--- config.mk ---
export PLATFORM = sky130hd
export DESIGN_NAME = dense_cmd_encoder
export DESIGN_NICKNAME = d
export VERILOG_FILES = /design/src/rtl/dense_cmd_encoder.sv
export SDC_FILE = /design/constraint.sdc
export NUM_CORES = 1
export LEC_CHECK = 0
export CAP_MARGIN = 20
export CORE_MARGIN = 4
export CORE_UTILIZATION = 44
export CTS_BUF_LIST = sky130_fd_sc_hd__clkbuf_16
export CTS_CLUSTER_SIZE = 16
export DETAILED_ROUTE_END_ITERATION = 7
export PLACE_DENSITY = 0.79
export SYNTH_ARGS = -nofsm -noshare
export SYNTH_HDL_FRONTEND = slang
export SYNTH_SLANG_ARGS = --single-unit
export TNS_END_PERCENT = 10
--- constraint.sdc ---
create_clock -name clk -period 2.75 [get_ports clk]
set_input_delay 0.55 -clock clk [delete_from_list [all_inputs] [get_ports clk]]
set_output_delay 0.55 -clock clk [all_outputs]
set_load 0.1 [all_outputs]
--- src/rtl/dense_cmd_encoder.sv ---
// Dense-layer command issuer: turns one packed command plus data beats into registered decode fields and strobes.
// Optional sticky error flag (err / err_clr) is enabled with the DENSE_ENC_ERR_EN macro.
module dense_cmd_encoder #(
  parameter int unsigned size            = 3,
  parameter int unsigned data_size       = 16,
  parameter int unsigned cost_type_size  = 8,
  parameter int unsigned dense_type_size = 4,
  parameter int unsigned act_type_size   = 4
) (
  input  logic                          clk,
  input  logic                          rst_n,
  input  logic                          cmd_valid,
  output logic                          cmd_ready,
  input  logic [1:0]                    cmd_op,
  input  logic [31:0]                   cmd_layer,
  input  logic [31:0]                   cmd_rows,
  input  logic [act_type_size-1:0]      cmd_act_type,
  input  logic [dense_type_size-1:0]    cmd_dense_type,
  input  logic [cost_type_size-1:0]     cmd_cost_type,
  input  logic                          data_valid,
  output logic                          data_ready,
  input  logic [data_size*size-1:0]     data_in,
  output logic [act_type_size-1:0]      act_type_out,
  output logic [dense_type_size-1:0]    dense_type_out,
  output logic [cost_type_size-1:0]     cost_type_out,
  output logic [data_size*size-1:0]     w_out,
  output logic [31:0]                   w_layer_index_out,
  output logic [31:0]                   w_row_index_out,
  output logic                          load_w_out,
  output logic                          backprop_cost_out,
  output logic                          is_update_out,
  output logic [data_size*size-1:0]     x_out,
  output logic [data_size*size-1:0]     label_out,
  output logic                          out_valid
`ifdef DENSE_ENC_ERR_EN
  ,
  output logic                          err,
  input  logic                          err_clr
`endif
);

  localparam int unsigned VEC_W = data_size * size;

  typedef enum logic [2:0] {
    IDLE  = 3'd0,
    LOAD  = 3'd1,
    FWD   = 3'd2,
    BPROP = 3'd3,
    UPD   = 3'd4
  } state_t;

  state_t      state;
  state_t      state_nxt;
  logic [31:0] layer_q;
  logic [31:0] rows_q;
  logic [31:0] row_cnt;
  logic        cmd_fire;
  logic        data_fire;
  logic        last_row;

  assign cmd_fire  = cmd_valid && cmd_ready;
  assign data_fire = data_valid && data_ready;
  assign last_row  = (row_cnt == rows_q - 32'd1);

  // State register
  always_ff @(posedge clk or negedge rst_n) begin
    if (!rst_n) state <= IDLE;
    else        state <= state_nxt;
  end

  // Next-state decode
  always_comb begin
    state_nxt = state;
    case (state)
      IDLE: begin
        if (cmd_fire) begin
          case (cmd_op)
            2'd0:    state_nxt = (cmd_rows != 32'd0) ? LOAD : IDLE;
            2'd1:    state_nxt = FWD;
            2'd2:    state_nxt = BPROP;
            default: state_nxt = UPD;
          endcase
        end
      end
      LOAD:    if (data_fire && last_row) state_nxt = IDLE;
      FWD:     if (data_fire) state_nxt = IDLE;
      BPROP:   if (data_fire) state_nxt = IDLE;
      UPD:     state_nxt = IDLE;
      default: state_nxt = IDLE;
    endcase
  end

  // Handshake readies are registered from the next state so they track the FSM and are low in reset
  always_ff @(posedge clk or negedge rst_n) begin
    if (!rst_n) begin
      cmd_ready  <= 1'b0;
      data_ready <= 1'b0;
    end else begin
      cmd_ready  <= (state_nxt == IDLE);
      data_ready <= (state_nxt == LOAD) || (state_nxt == FWD) || (state_nxt == BPROP);
    end
  end

  // Command latch and row counter
  always_ff @(posedge clk or negedge rst_n) begin
    if (!rst_n) begin
      layer_q        <= 32'd0;
      rows_q         <= 32'd0;
      row_cnt        <= 32'd0;
      act_type_out   <= '0;
      dense_type_out <= '0;
      cost_type_out  <= '0;
    end else if (cmd_fire) begin
      layer_q        <= cmd_layer;
      rows_q         <= cmd_rows;
      row_cnt        <= 32'd0;
      act_type_out   <= cmd_act_type;
      dense_type_out <= cmd_dense_type;
      cost_type_out  <= cmd_cost_type;
    end else if (data_fire && (state == LOAD)) begin
      row_cnt        <= row_cnt + 32'd1;
    end
  end

  // Issued fields: strobes pulse for one cycle, data/index fields hold their last value
  always_ff @(posedge clk or negedge rst_n) begin
    if (!rst_n) begin
      w_out             <= VEC_W'(0);
      w_layer_index_out <= 32'd0;
      w_row_index_out   <= 32'd0;
      x_out             <= VEC_W'(0);
      label_out         <= VEC_W'(0);
      load_w_out        <= 1'b0;
      backprop_cost_out <= 1'b0;
      is_update_out     <= 1'b0;
      out_valid         <= 1'b0;
    end else begin
      load_w_out        <= 1'b0;
      backprop_cost_out <= 1'b0;
      is_update_out     <= 1'b0;
      out_valid         <= 1'b0;
      case (state)
        LOAD: if (data_fire) begin
          w_out             <= data_in;
          w_layer_index_out <= layer_q;
          w_row_index_out   <= row_cnt;
          load_w_out        <= 1'b1;
          out_valid         <= 1'b1;
        end
        FWD: if (data_fire) begin
          x_out     <= data_in;
          out_valid <= 1'b1;
        end
        BPROP: if (data_fire) begin
          label_out         <= data_in;
          backprop_cost_out <= 1'b1;
          out_valid         <= 1'b1;
        end
        UPD: begin
          is_update_out <= 1'b1;
          out_valid     <= 1'b1;
        end
        default: ;
      endcase
    end
  end

`ifdef DENSE_ENC_ERR_EN
  logic err_set;
  assign err_set = (cmd_fire && (cmd_op == 2'd0) && (cmd_rows == 32'd0)) ||
                   (data_valid && (state == IDLE));

  // Sticky error; a set event wins over a simultaneous clear
  always_ff @(posedge clk or negedge rst_n) begin
    if (!rst_n)       err <= 1'b0;
    else if (err_set) err <= 1'b1;
    else if (err_clr) err <= 1'b0;
  end
`endif

endmodule

Yosys cells after proc, flatten, opt, wreduce, memory -nomap -nowiden
Cells that the tools add are included.
{ "word_totals": {"register_bits": 329, "latch_bits": 0, "mem_bits_rw": 0, "rom_bits": 0, "inputBits": 134, "output_inout_bits": 230, "n_memories": 0} }
{ "classes": {"n_addsub": 2, "n_mul": 0, "div_mod_pow": 0, "order_cmp": 0, "eq_ne": 10, "shifts": 0, "muxes": 13, "bitwise_logic": 0, "n_reduce_logical": 16} }
{ "ops": {"columns": ["op", "n"], "rows": [
  ["32-bit two-way mux", 2],
  ["32-bit by 1-bit adder with 32-bit output (second input constant)", 1],
  ["32-bit == test", 1],
  ["32-bit nonzero test", 1],
  ["32-bit by 1-bit subtractor with 32-bit output (second input constant)", 1],
  ["3-bit one-hot mux with 3 select lines", 2],
  ["3-bit by 2-bit == test with 1-bit output (second input constant)", 4],
  ["3-bit two-way mux", 3],
  ["3-bit by 1-bit == test with 1-bit output (second input constant)", 2],
  ["3-bit zero test", 2],
  ["2-bit AND reduction", 3],
  ["1-bit two-way mux", 5],
  ["1-bit logical AND", 4],
  ["3-bit == test (second input constant)", 1],
  ["3-bit OR reduction", 1],
  ["2-bit by 1-bit == test with 1-bit output (second input constant)", 1],
  ["2-bit == test (second input constant)", 1],
  ["2-bit zero test", 1],
  ["1-bit logical OR", 2],
  ["1-bit one-hot mux with 2 select lines", 1],
  ["2-bit nonzero test", 1],
  ["2-bit OR reduction", 1]
]} }

Depth between registers and ports, before layout
Gate-level depths: netlist (run 1).
{ "depth": {"ltp_word": 8, "mapped_depth": 11, "depth_no_buf": 10} }

Worst setup path before layout (run 1)
Ideal clock, no wire load.
{ "synth_path": {"path_type": "register -> register", "startpoint": "register data_ready", "endpoint": "register w_out[40]", "t_arrival_ns": 2.725, "required_ns": 2.625, "setup_slack_ns": -0.101, "path_stages_with_launch": 6, "n_path_buf": 2, "path_cell_list": "dfrtp_1 -> nand3b_1 -> nor2_1 -> clkbuf_1 -> clkbuf_1 -> mux2_2"} }
{ "synth_via": {"elab_chain_len": 2} }
{ "synth_lines": {"columns": ["item", "line", "rtl"], "rows": [
  ["start, declared", "21", "output logic data_ready,"],
  ["start signal, assigned", "100", "data_ready <= (state_nxt == LOAD) || (state_nxt == FWD) || (state_nxt == BPROP);"],
  ["1-bit logical AND", "62", "assign data_fire = data_valid && data_ready;"],
  ["2-bit AND reduction (no source line)", null, null],
  ["end signal, assigned", "144", "w_out <= data_in;"],
  ["end, declared", "26", "output logic [data_size*size-1:0] w_out,"]
]} }
Every way passes these cells.
A chain may end at the register's enable or synchronous reset.

Worst setup path after layout (run 1)
{ "layout_path": {"startpoint": "register rows_q[15]", "endpoint": "register cmd_ready"} }
{ "layout_via": {"elab_chain_len": 6} }
{ "layout_lines": {"columns": ["item", "line", "rtl"], "rows": [
  ["start, declared", "55", "logic [31:0] rows_q;"],
  ["start signal, assigned", "115", "rows_q <= cmd_rows;"],
  ["32-bit by 1-bit subtractor with 32-bit output", "63", "assign last_row = (row_cnt == rows_q - 32'd1);"],
  ["32-bit == test", "63", null],
  ["1-bit logical AND", "85", "LOAD: if (data_fire && last_row) state_nxt = IDLE;"],
  ["3-bit two-way mux", "85", null],
  ["3-bit one-hot mux with 3 select lines", "74", "case (state)"],
  ["3-bit zero test", "99", "cmd_ready <= (state_nxt == IDLE);"],
  ["end signal, assigned", "99", null],
  ["end, declared", "13", "output logic cmd_ready,"]
]} }
Every way passes these cells.

==> flow_summary.ini, run 1 <==
[run_status]
outcome = completed

[floorplan]
io_pins = 364
dieHeight_um = 185
start_util_pct = 44.8
rows = 64
dieArea_um2 = 34200
core_um2 = 30700
die_w_um = 185

[clock_tree]
htreeDepth = 2
cts_root_buf = clkbuf_16
worstSkewPairLatency_ns = 0.52
cts_tree = done
clock-sinks = 329
cts_buffers = 38
cts.reportedPaths.clkPinSlew_ns = 0.06
clock_path_buffers = 3

[placement]
io_buffers = 363
dpl.cell_count = 1750
place.gp.congestion = 0.845
dp_hpwl_um = 26300

[timing]
drv_slew = 0
worst_pin_slew_ns = 0.478
hold_viol = 0
period_minus_slack_ns = 2.65
slew_headroom_pct = 68.1
finalCritPeriodShare_pct = 96.3
setup_viol = 0
maxClockFrequency_mhz = 378
final.setup_skew_ns = 0.00903
grt_setup_unrepaired = no

[setup_path]
critPathKind = reg2reg
crit_required_ns = 3.20
arrival_ns = 3.10
cp_max_fo = 6
crit_path_start_kind = flop
cp-end-kind = flop

[finish]
final_cells = 1821
syn_to_final_growth_pct = 36.9
layout-drive-gt1-share_pct = 44.7
fin_nets = 1534

[run]
cap_violations = 0

[global_route]
use_met2_pct = 36.4
grt_use_met1_pct = 24.3
track_usage_pct = 20.9
met3_usage_pct = 6.97
grt_pass1_vias = 10400
antenna_found_initial = 2
grt-busiest-layer = met2
grt_first_pass_wirelength_um = 56900
grt_overflow = 0
grt_max_degree = 73

[power]
p_leak_uw = 0.00938
peakVddDrop_mv = 0.586
power.total_uw = 11800
power.density_nw_per_um2 = 623

[yosys]
synth_top_area_share_pct = 59.8
yosys_warnings = 0
synthTopCellsByArea = dfrtp_1 (60%), mux2_2 (23%), xor2_1 (2.0%), xnor2_1 (2.0%), nor2_1 (1.4%)
ys_types = 52
syn_inst = 998
synth_nets = 1136
synthArstFlopShare_pct = 100
yosysMostFrequentCell = dfrtp_1
ys.flop_type = dfrtp_1
avgSynthCellArea_um2 = 13.8
syn_area_um2 = 13800
synth_edf_count = 0
ys_seq_area_share_pct = 59.8
ys_seq_elements = 329
synth_area_leader_cell = dfrtp_1
yosys-top-cells-count = dfrtp_1 (329), mux2_2 (287), nor2_1 (52), clkbuf_1 (34), xor2_1 (32)

[route]
routed-via-count = 9533
wire_per_inst_um = 19.8
first_iter_violations = 365
firstDrtPassIters = 4
routed_wirelength_um = 36100
antenna_left = 0
drc = 0
viasPerCell = 5.24

[min_path]
holdCritPathClass = reg2reg
-- what timing repair did --
action / 4_1_cts / 5_1_grt
endpoints found under the setup margin: 2 / 3
resized for setup: 5 / 8
buffers inserted: 0 / 1
hold buffers: 1 / 0
endpoints found under the hold margin: 52 / 0
pin swaps: 3 / 5
-- final cells by class --
cell class                      instances  area (um2)
Sequential cell                       329        8230
Fill cell                            2408       11900
Antenna cell                            1        2.50
Multi-Input combinational cell        608        5370
Tap cell                              396         495
Inverter                               11        41.3
Clock buffer                           39         976
Clock inverter                         29         190
Timing Repair Buffer                  408        3550
-- registers in the layout, indices dropped and copies added (netlist names), 32 cells and up --
name	cells
row_cnt	32
w_layer_index_out	32
layer_q	32
w_row_index_out	32
label_out	48
w_out	48
x_out	48
rows_q	32
-- cells in the final DEF (no fill, tap or decap), drive strengths merged, types with 15 or more instances in the layout --
cell type      count
buf              275
clkbuf            39
clkdlybuf4s50    132
clkinv            15
dfrtp            329
inv               20
mux2             287
nand2             25
nand3             19
nor2              52
nor4              21
o21ai             16
xnor2             31
xor2              32
-- final timing paths --
check	startpoint	end	slack, ns	cells after the start
setup / recovery	rows_q[15]$_DFFE_PN0P_	cmd_ready$_DFF_PN0_	0.10	8
setup reg to reg	rows_q[15]$_DFFE_PN0P_	cmd_ready$_DFF_PN0_	0.10	8
min in group asynchronous	rst_n	w_layer_index_out[28]$_DFFE_PN0P_	0.57	2
hold reg to reg	layer_q[4]$_DFFE_PN0P_	w_layer_index_out[4]$_DFFE_PN0P_	0.50	1
max in group asynchronous	rst_n	label_out[34]$_DFFE_PN0P_	1.44	3
hold / removal	layer_q[4]$_DFFE_PN0P_	w_layer_index_out[4]$_DFFE_PN0P_	0.50	1
-- routing by layer --
metal	wire [um]	vias to the layer above
li1	-	4361
met1	13500	4814
met2	18500	286
met3	2880	70
met4	1200	2
met5	14	-
-- per-stage QoR --
stage / hold slack [ns] / util (%) / setup slack (ns) / TNS, ns / instance area, um2
6_report: 0.500 / 61.3 / 0.102 / 0 / 18900
5_1_grt: 0.511 / 61.3 / 0.00394 / 0 / 18900
4_1_cts: 0.502 / 61.2 / 0.0161 / 0 / 18800
3_5_place_dp: 0.490 / 57.3 / -0.0366 / -0.0506 / 17600
3_3_place_gp: 0.481 / 57.3 / 0.0232 / 0 / 17600
2_1_floorplan: 0.254 / - / 0.175 / 0 / 13800
-- kinds of logic (layout without fill, tap and decap cells) --
logic type / count (synthesis) / in the layout / synth area share, %
flip-flops: 329 / 329 / 59.8
multiplexers: 290 / 290 / 23.7
AND/OR/NAND/NOR: 204 / 204 / 8.19
XOR/XNOR: 63 / 63 / 4.01
buffers and inverters: 61 / 487 / 1.73
AO/OA/AOI/OAI: 47 / 47 / 2.25
adder cells (fa/ha/maj): 4 / 4 / 0.363
other: 0 / 1 / 0
-- report_power, final --
group,switching [uW],internal (uW)
Clock,1990,2680
Sequential,179,5010
Combinational,1310,581
-- worst max-delay path: stages (launching register included) --
cell and delay [ns]:
dfrtp_1 0.38, or4_4 0.58, or2_4 0.30, nor4_2 0.28, mux2_2 0.38, a211oi_2 0.14, nand4_1 0.14, o21ai_2 0.21
and3_1 0.18
Note: power is estimated with default switching activity, not from simulation.
==> inputs of run 2 (changes only) <==
Settings changed: TNS_END_PERCENT 10 to unset.
==> results of run 2 <==
Same layout as run 1: the final DEF is identical, and so are final timing and power.
